**src/rtl/pwm_channel_bank.sv**
```systemverilog
// pwm_channel_bank: bank of independent PWM channels.
// Register bytes arrive from the SPI front end and land in a staged register file.
// A commit pulse copies the staged values into a per-channel pending buffer.
// Each channel moves its pending values into its active set only at a period wrap,
// so a new duty cycle never cuts a running period short.
module pwm_channel_bank #(
    parameter int NUM_CH = 4,
    parameter int CW     = 16
) (
    input  logic              CLK,
    input  logic              _RST,
    input  logic              wr_en,
    input  logic [7:0]        wr_addr,
    input  logic [7:0]        wr_data,
    input  logic              commit,
    input  logic [7:0]        rd_addr,
    output logic [7:0]        rd_data,
    output logic [NUM_CH-1:0] PWMOutputs,
    output logic [NUM_CH-1:0] period_sync
);

    localparam int NUM_REG = 6 * NUM_CH;

    logic [7:0] staged [NUM_REG];

    // Staged byte file; out-of-range addresses match no entry and are dropped
    always_ff @(posedge CLK) begin
        if (!_RST) begin
            for (int i = 0; i < NUM_REG; i++) begin
                staged[i] <= '0;
            end
        end else if (wr_en) begin
            for (int i = 0; i < NUM_REG; i++) begin
                if (wr_addr == 8'(i)) begin
                    staged[i] <= wr_data;
                end
            end
        end
    end

    // Readback mux for the MISO path; unmapped addresses read as zero
    always_comb begin
        rd_data = '0;
        for (int i = 0; i < NUM_REG; i++) begin
            if (rd_addr == 8'(i)) begin
                rd_data = staged[i];
            end
        end
    end

    for (genvar ch = 0; ch < NUM_CH; ch++) begin : g_ch
        logic [CW-1:0] stg_sw, stg_cnt, stg_pre;
        logic [CW-1:0] pend_sw, pend_cnt, pend_pre;
        logic          pend_vld;
        logic [CW-1:0] act_sw, act_cnt, act_pre;
        logic [CW-1:0] pre_cnt, cnt;
        logic          pwm_q, sync_q;
        logic          tick, wrap, load;

        // Byte pairs are stored big-endian: lower address holds the high byte
        assign stg_sw  = CW'({staged[6*ch+0], staged[6*ch+1]});
        assign stg_cnt = CW'({staged[6*ch+2], staged[6*ch+3]});
        assign stg_pre = CW'({staged[6*ch+4], staged[6*ch+5]});

        assign tick = (pre_cnt == act_pre);
        assign wrap = tick && (cnt == act_cnt);
        assign load = wrap && pend_vld;

        // Pending buffer, active set and period counters for one channel
        always_ff @(posedge CLK) begin
            if (!_RST) begin
                pend_sw  <= '0;
                pend_cnt <= '0;
                pend_pre <= '0;
                pend_vld <= 1'b0;
                act_sw   <= '0;
                act_cnt  <= '0;
                act_pre  <= '0;
                pre_cnt  <= '0;
                cnt      <= '0;
                pwm_q    <= 1'b0;
                sync_q   <= 1'b0;
            end else begin
                // A commit landing on the load cycle wins: the fresh snapshot stays pending
                if (commit) begin
                    pend_sw  <= stg_sw;
                    pend_cnt <= stg_cnt;
                    pend_pre <= stg_pre;
                    pend_vld <= 1'b1;
                end else if (load) begin
                    pend_vld <= 1'b0;
                end

                if (load) begin
                    act_sw  <= pend_sw;
                    act_cnt <= pend_cnt;
                    act_pre <= pend_pre;
                end

                // Both counters are already heading to zero on a wrap, so a load restarts cleanly
                if (tick) begin
                    pre_cnt <= '0;
                    cnt     <= (cnt == act_cnt) ? '0 : cnt + CW'(1);
                end else begin
                    pre_cnt <= pre_cnt + CW'(1);
                end

                pwm_q  <= (cnt < act_sw);
                sync_q <= wrap;
            end
        end

        assign PWMOutputs[ch]  = pwm_q;
        assign period_sync[ch] = sync_q;
    end

endmodule

```
**config.mk**
```make
export PLATFORM = sky130hd
export DESIGN_NAME = pwm_channel_bank
export DESIGN_NICKNAME = d
export VERILOG_FILES = /design/src/rtl/pwm_channel_bank.sv
export SDC_FILE = /design/constraint.sdc
export NUM_CORES = 1
export LEC_CHECK = 0
export CORE_MARGIN = 2
export CORE_UTILIZATION = 50
export DETAILED_ROUTE_END_ITERATION = 12
export PLACE_DENSITY = 0.75
export REMOVE_ABC_BUFFERS = 1
export SYNTH_ARGS = -nofsm -noshare
export SYNTH_HDL_FRONTEND = slang
export SYNTH_SLANG_ARGS = --single-unit
```
**constraint.sdc**
```tcl
create_clock -name CLK -period 7.35 [get_ports CLK]
set_clock_uncertainty 0.05 [all_clocks]
set_input_delay 1.47 -clock CLK [delete_from_list [all_inputs] [get_ports CLK]]
set_output_delay 1.47 -clock CLK [all_outputs]
set_load 0.01 [all_outputs]
```
---- Word-level counts from Yosys, hierarchy flattened ----
Memory sizes are Yosys's and may differ from the RTL's.
Cells that the tools add are included.
word-level totals
  flip-flop bits (word level) ............. 524
  memory bits (writable) .................. 192
  logic and storage cells ................. 311
  input port bits ......................... 28
  output and inout port bits .............. 16
  memories ................................ 1
operators by class
  mux-type cells .......................... 157
  reductions and logical operators ........ 18
  bitwise logic cells ..................... 25
  equal/unequal tests ..................... 54
  $add $sub $neg .......................... 8
  $lt $le $gt $ge ......................... 4
memories
  name    depth  width  read ports  clocked after memory_dff  wr ports  line  RTL
  staged  24     8      24          0                         24        24    logic [7:0] staged [NUM_REG];
operator list
  kind                                                                    number
  8-bit two-way mux                                                       48
  16-bit by 1-bit adder with 16-bit output (second input constant)        8
  16-bit equality test                                                    8
  8-bit by 4-bit equality test with 1-bit output (second input constant)  16
  8-bit by 5-bit equality test with 1-bit output (second input constant)  16
  1-bit two-way mux                                                       105
  8-bit by 3-bit equality test with 1-bit output (second input constant)  8
  16-bit less-than comparator                                             4
  16-bit two-way mux                                                      4
  8-bit by 2-bit equality test with 1-bit output (second input constant)  4
  1-bit bitwise OR                                                        24
  8-bit by 1-bit equality test with 1-bit output (second input constant)  2
  8-bit zero test                                                         2
  1-bit logical AND                                                       8
  2-bit nonzero test                                                      4
  2-bit OR reduction                                                      4
  1-bit NOT                                                               1

---- Logic depth before layout (Yosys ltp) ----
Gate-level depths: netlist (run 1).
  word-level depth ........................ 25
  mapped depth ............................ 10
  mapped depth without buffers ............ 8

---- Worst setup path before layout (run 1) ----
OpenSTA, ideal clock, no wires.
  path type ............................... input-to-output
  start ................................... input rd_addr[4]
  end ..................................... output rd_data[1]
  path buffers ............................ 3
  path slack .............................. 2.664 ns
  data required time ...................... 5.830 ns
  arrival time ............................ 3.166 ns
  cell stages on the path ................. 8
  cell sequence ........................... buf_6 or4_4 buf_6 or3_1 buf_6 a21oi_1 a21oi_1 o211ai_1
between the ends
  cells in the longest elaborated chain, start to end .. 25
  elaborated cells on any way between the ends .. 48
  classes of those cells .................. 23 x eq/ne; 24 x mux; 1 x reduce/logical
RTL lines
  what                             line  RTL
  start: declaration               16    input logic [7:0] rd_addr,
  8-bit zero test                  45    if (rd_addr == 8'(i)) begin
  8-bit two-way mux (23 in a row)  45
  8-bit two-way mux *              45
  end: declaration                 17    output logic [7:0] rd_data,
Mark *: on every way between the ends. The rest lies on a longest branch, timed or not.

---- Final worst setup path (run 1) ----
  start ................................... input rd_addr[2]
  end ..................................... output rd_data[0]
The elaborated chain is that of the path after synthesis.

==> impl_metrics.env, run 1 <==
export IMPL_finalHoldViolations=0
export IMPL_fin_ws_ns=0.711
export IMPL_synth_top_family_by_area="simple AND/OR/NAND/NOR gates"
export IMPL_min_period_over_period_pct=90.3
export IMPL_postPlaceCellArea_um2=32300
export IMPL_overflow=0
export IMPL_clock_sinks=716
export IMPL_max_slew_margin_pct=16.9
export IMPL_h_tree_depth=3
export IMPL_root_buffer="clkbuf_16"
export IMPL_synthArstFlopShare_pct=0
export IMPL_cts_tree="built"
export IMPL_syn_to_final_growth_pct=10.8
export IMPL_die_width_um=255
export IMPL_utilization_pct=56.2
export IMPL_boundaryPins=44
export IMPL_multiInputGateArea_um2=13900
export IMPL_seqPwrFrac_pct=43.5
export IMPL_insertion_delay_ns=0.62
export IMPL_post_cts_buffers=0
export IMPL_postSynthCellCount=3129
export IMPL_synth_top_cell_by_area="dfxtp_1"
export IMPL_synth_edf_count=192
export IMPL_p_int_uw=7460
export IMPL_switching_share_pct=29.7
export IMPL_worstPathCellList="clkdlybuf4s50_1, buf_4, nand2b_1, a211oi_1, a2111oi_0, o21ai_0, a22o_1, a21oi_1, clkdlybuf4s50_1"
export IMPL_routed_wl_um=77200
export IMPL_grt_pass1_wl_um=120000
export IMPL_core_um2=61900
export IMPL_max_clock_freq_ghz=0.151
export IMPL_synth_compound_area_share_pct=5.11
export IMPL_slew_violations=0
export IMPL_switching_power_uw=3150
export IMPL_ys_seq_elements=716
export IMPL_critPathArrivalTime_ns=5.12
export IMPL_fin_cells=4002
export IMPL_final_antenna_net_count=0
export IMPL_muxShareOfSynthArea_pct=13.8
export IMPL_yosys_area_share_xor_xnor_pct=6.47
export IMPL_drv_cap=0
export IMPL_rsz0062_at_grt="no"
export IMPL_ctsResizeCount=0
export IMPL_postCtsHoldBufs=0
export IMPL_crit_top_cell="clkdlybuf4s50_1"
export IMPL_dp_cells=3864
export IMPL_place_hpwl_um=53100
export IMPL_grt_pass1_vias=21000
export IMPL_rows=91
export IMPL_numCtsBuffers=74
export IMPL_worst_setup_path_type="in -> out"
export IMPL_firstDrtPassIters=5
export IMPL_hold_path_class="reg -> reg"
export IMPL_power_leakage_uw=0.0144
export IMPL_pwr_share_comb_pct=21.1
export IMPL_max_stage_delay_ns=0.83
export IMPL_syn_area_um2=31400
export IMPL_reg2reg_slack_ns=4.37
export IMPL_final_area_um2=34800
export IMPL_netlist_top_cells_area="dfxtp_1 (33%), edfxtp_1 (18%), mux2i_1 (13%)"
export IMPL_antenna_found_initial=6
export IMPL_pwr_share_clk_pct=35.4
export IMPL_synth_top_area_share_pct=33.4
export IMPL_ir_worst_vdd_mv=0.212
export IMPL_finalCriticalPeriod_ns=6.64
export IMPL_crit_path_end_kind="output port"
export IMPL_ys_warn_count=0
export IMPL_status="complete, no violations"
export IMPL_io_buffers=43
export IMPL_gp_congestion=0.939
export IMPL_synthFlopType="dfxtp_1"
export IMPL_setup_tns_ns=0
export IMPL_ff_latch_area_um2=16300
export IMPL_critPathMaxFanout=17
export IMPL_fill_cells=5334
export IMPL_cp_slowest_cell="clkdlybuf4s50_1"
export IMPL_yosysMostFrequentCell="nor2_1"
export IMPL_grt_use_total_pct=23.9
export IMPL_pre_cts_ws_ns=0.790
export IMPL_cts_buffer_depth=3
export IMPL_synthSimpleGateAreaFrac_pct=16.2
export IMPL_ys_types=73
export IMPL_drive_gt1_share_pct=5.69
export IMPL_synthTopCellsByCount="nor2_1 (719), dfxtp_1 (524), mux2i_1 (412)"
export IMPL_pwr_density_cell_nw_per_um2=305
export IMPL_synth_seq_area_share_pct=51.8
export IMPL_nNetsFinal=3199
export IMPL_wl_per_cell_um=19.3
export IMPL_drc=0
export IMPL_synthAdderAreaFrac_pct=2.71
export IMPL_start_util_pct=50.7
export IMPL_die_h_um=255
export IMPL_tightest_slew_ns=1.24
export IMPL_syn_area_per_cell_um2=10.0
export IMPL_grt_start_max_net_pins=152
export IMPL_die_area_um2=64800
export IMPL_vias=22100
export IMPL_setup_viol=0
export IMPL_path_clk_slew_ns=0.05
export IMPL_drt_initial_drc_count=2033
export IMPL_vias_per_cell=5.53
export IMPL_cp_required_ns=5.83
export IMPL_start_kind="primary input"
[cells by family after synthesis]
family	count (synthesis)
xor+xnor	232
fa+ha+maj	68
buf+inv	279
flops	716
compound gates	254
mux	426
simple gates	1154
[placed cells by master (no fill, tap or decap), drive strengths merged, types with 6 or more instances in the layout]
master         Yosys  routed
nor4              18      18
a21o              19      19
and4               8       8
nor2b             13      13
a31oi              7       7
clkdlybuf4s50      0      39
nand2            115     115
a221oi             6       6
xnor2            151     151
inv               99     103
dfxtp            524     524
buf               83      38
and3              30      30
edfxtp           192     192
nand3             71      71
or3               20      20
a21oi             80      80
o21ai             63      63
o22ai             10      10
nand2b            22      22
nor2             719     719
clkbuf            96     106
nand4             76      76
mux2i            412     412
and2               9       9
clkinvlp           0       6
ha                68      68
xor2              81      81
o221ai             7       7
clkinv             1      17
nor3              37      37
mux2              10      10
a211oi             8       8
[power groups by stage]
stage	Sequential [uW]	Clock, uW	Combinational [uW]
global route	4650	3970	2440
detailed placement	4700	0	2230
floorplan	4590	0	1750
CTS	4620	3810	2250
finish	4620	3750	2240
global placement	4690	0	2210
[layer usage]
metal	part of all wire, %	vias to the layer above	wire length [um]	global-route usage (%)
met5	0.083	-	64	0
met4	3.2	10	2480	8.39
met3	7.4	157	5710	5.57
met2	45	738	35100	37.4
met1	44	10500	33900	32.4
li1	-	10700	-	-
[final cells by class]
| type | instances | area share [%] |
|---|---|---|
| clock buffers | 106 | 6.27 |
| well taps | 837 | 3.01 |
| inverters | 100 | 1.10 |
| multi-input cells | 2134 | 40.0 |
| clock inverters | 30 | 0.759 |
| diodes | 2 | 0.0144 |
| repair buffers | 77 | 2.06 |
| flip-flops and latches | 716 | 46.7 |
[worst paths after layout]
kind,depth (start not counted),to,from
hold / removal,1,g_ch[0].pre_cnt[0]$_SDFF_PP0_,g_ch[0].pre_cnt[0]$_SDFF_PP0_
setup reg to reg,8,g_ch[1].act_sw[1]$_SDFFE_PN0P_,g_ch[1].pre_cnt[6]$_SDFF_PP0_
setup / recovery,9,rd_data[0],rd_addr[2]
hold reg to reg,1,g_ch[0].pre_cnt[0]$_SDFF_PP0_,g_ch[0].pre_cnt[0]$_SDFF_PP0_
[metrics by stage]
step / total power, uW / hold WS, ns
5_1_grt: 11100 / 0.459
3_3_place_gp: 6900 / 0.411
4_1_cts: 10700 / 0.434
2_1_floorplan: 6340 / 0.387
3_5_place_dp: 6930 / 0.421
6_report: 10600 / 0.424
[critical path, delay by kind of cell]
kind / cells / cell delay [ns]
compound gates: 5 / 1.52
simple gates: 1 / 0.25
buf+inv: 3 / 1.84
[state kept, by name (all words and copies together), names as in the netlist]
name           flops
g_ch.act_cnt      64
g_ch.act_pre      64
g_ch.act_sw       64
g_ch.cnt          64
g_ch.pend_cnt     64
g_ch.pend_pre     64
g_ch.pend_sw      64
g_ch.pend_vld      4
g_ch.pre_cnt      64
g_ch.pwm_q         4
g_ch.sync_q        4
staged           192
Power figures use the tool's default switching activity.
==> run 2, diff against run 1 <==
- CORE_MARGIN: 2 -> 4
- MAX_ROUTING_LAYER: unset -> met4
- clock period: 7.35 -> 7 ns (I/O delays scaled with it)
==> run 2 against run 1 <==
  * First-iteration DRC count up 1.1%
  * Non-clock buffer count up 4
  * Sequential cell count unchanged
  * Die area up 3.2%
  * Combinational power up 5%
  * Count of clock-buffer cells in the layout up 1
  * Sequential power up 5.0%
  * Critical path depth down 2
  * Routed wire length up 0.61%
  * Via count down 0.19%
  * Power up 3.2%
  * Critical endpoint is now rd_data[2]
  * Largest cell class unchanged
==> impl_metrics.env, run 2 (synthesized netlist as in run 1, its figures left out) <==
export IMPL_post_cts_buffers=0
export IMPL_grt_start_max_net_pins=155
export IMPL_grt_pass1_vias=21200
export IMPL_wl_met1_um=35100
export IMPL_syn_to_final_growth_pct=10.5
export IMPL_cp_required_ns=5.55
export IMPL_layout_common_cells="nor2_1 (719), dfxtp_1 (524), mux2i_1 (412)"
export IMPL_utilization_pct=56.0
export IMPL_wl_per_cell_um=19.4
export IMPL_switching_share_pct=30.2
export IMPL_dp_cells=3868
export IMPL_die_width_um=259
export IMPL_grt_pass1_wl_um=121000
export IMPL_drt_initial_drc_count=2055
export IMPL_min_period_over_period_pct=92.7
export IMPL_drc=0
export IMPL_setup_tns_ns=0
export IMPL_max_clock_freq_ghz=0.154
export IMPL_switching_power_uw=3310
export IMPL_path_depth=7
export IMPL_top_layer="met4"
export IMPL_boundaryPins=44
export IMPL_power_uw=10900
export IMPL_place_hpwl_um=53500
export IMPL_clock_sinks=716
export IMPL_rsz0062_at_grt="no"
export IMPL_insertion_delay_ns=0.62
export IMPL_crit_path_end_kind="output port"
export IMPL_die_h_um=259
export IMPL_wl_met3_um=5370
export IMPL_fin_cells=4010
export IMPL_status="complete, no violations"
export IMPL_drive_gt1_share_pct=5.62
export IMPL_start_kind="primary input"
export IMPL_critPathArrivalTime_ns=5.04
export IMPL_finalHoldViolations=0
export IMPL_power_leakage_uw=0.0143
export IMPL_crit_top_cell="clkdlybuf4s50_1"
export IMPL_fill_cells=5324
export IMPL_slew_violations=0
export IMPL_pwr_density_cell_nw_per_um2=316
export IMPL_io_buffers=43
export IMPL_cts_tree="built"
export IMPL_final_antenna_net_count=0
export IMPL_max_slew_margin_pct=20.5
export IMPL_rows=91
export IMPL_final_common_cell="nor2_1"
export IMPL_largest_reg_flops=192
export IMPL_worstPathCellList="clkdlybuf4s50_1, clkinv_1, or3_1, a2111oi_0, a211oi_1, o221ai_1, clkdlybuf4s50_1"
export IMPL_ff_latch_area_um2=16300
export IMPL_nNetsFinal=3203
export IMPL_routed_wl_um=77700
export IMPL_setup_viol=0
export IMPL_multiInputGateArea_um2=13900
export IMPL_ir_worst_vdd_mv=0.209
export IMPL_ctsResizeCount=0
export IMPL_start_util_pct=50.7
export IMPL_antenna_found_initial=5
export IMPL_cp_slowest_cell="clkdlybuf4s50_1"
export IMPL_wl_met2_um=35000
export IMPL_pwr_share_clk_pct=34.2
export IMPL_seqPwrFrac_pct=44.3
export IMPL_crit_family="buffers and inverters"
export IMPL_postCtsHoldBufs=0
export IMPL_pwr_share_comb_pct=21.5
export IMPL_worst_setup_path_type="in -> out"
export IMPL_root_buffer="clkbuf_16"
export IMPL_numCtsBuffers=74
export IMPL_max_stage_delay_ns=1.00
export IMPL_path_clk_slew_ns=0.06
export IMPL_drv_cap=0
export IMPL_cts_buffer_depth=3
export IMPL_core_um2=61900
export IMPL_largest_register="staged"
export IMPL_grt_use_total_pct=23.5
export IMPL_hold_path_depth=1
export IMPL_hold_path_class="reg -> reg"
export IMPL_vias_per_cell=5.51
export IMPL_vias=22100
export IMPL_reg2regPathDepth=7
export IMPL_cp_buffers_inverters=3
export IMPL_critPathMaxFanout=20
export IMPL_die_area_um2=66800
export IMPL_finalCriticalPeriod_ns=6.49
export IMPL_h_tree_depth=3
export IMPL_p_int_uw=7640
export IMPL_overflow=0
export IMPL_gp_congestion=0.941
export IMPL_tightest_slew_ns=1.19
export IMPL_firstDrtPassIters=5
run 2: cell types whose count changed in the layout (fill, tap and decap cells not counted), sizes merged:
cell,before,now
clkinv,17,23
inv,103,105
clkbuf,106,107
bufinv,4,1
clkinvlp,6,1
buf,38,42
diode,2,5
run 2: final cells by class:
class | count | share of cell area [%]
inverters | 100 | 1.10
repair buffers | 81 | 2.19
clock buffers | 107 | 5.99
diodes | 5 | 0.0361
clock inverters | 30 | 0.635
well taps | 837 | 3.02
multi-input cells | 2134 | 40.2
flip-flops and latches | 716 | 46.9
run 2: per-layer routing:
| layer | global-route usage, % | vias to the layer above |
|---|---|---|
| li1 | - | 10700 |
| met1 | 32.4 | 10600 |
| met2 | 35.8 | 636 |
| met3 | 4.68 | 149 |
| met4 | 6.55 | 0 |
| met5 | - | - |
run 2: path summary, 6_finish.rpt:
| path | from | to | slack [ns] |
|---|---|---|---|
| setup reg to reg | g_ch[3].pre_cnt[2]$_SDFF_PP0_ | g_ch[3].act_sw[8]$_SDFFE_PN0P_ | 4.12 |
| setup / recovery | rd_addr[2] | rd_data[2] | 0.51 |
| hold reg to reg | g_ch[1].pre_cnt[0]$_SDFF_PP0_ | g_ch[1].pre_cnt[0]$_SDFF_PP0_ | 0.43 |
| hold / removal | g_ch[1].pre_cnt[0]$_SDFF_PP0_ | g_ch[1].pre_cnt[0]$_SDFF_PP0_ | 0.43 |
run 2: power groups by stage:
stage | Sequential (uW) | Clock (uW) | Combinational (uW)
3_3_place_gp | 4930 | 0 | 2320
4_1_cts | 4850 | 3810 | 2360
5_1_grt | 4880 | 3990 | 2590
6_report | 4850 | 3740 | 2350
2_1_floorplan | 4820 | 0 | 1840
3_5_place_dp | 4940 | 0 | 2340
run 2: metrics by stage:
step	setup WS (ns)	area, um^2	hold WS (ns)
after floorplan	2.04	30500	0.387
after global placement	0.606	32400	0.412
after detailed placement	0.572	32400	0.422
after CTS	0.558	34700	0.438
after global routing	0.362	34700	0.446
final	0.508	34700	0.433
run 2: worst register-to-register path, stage by stage (launching register included):
cell     delay (ns)
dfxtp_1        0.48
xnor2_1        0.16
nand4_1        0.17
nor4_4         0.91
nand3_2        0.13
buf_4          0.41
mux2i_1        0.33
nor2_1         0.08
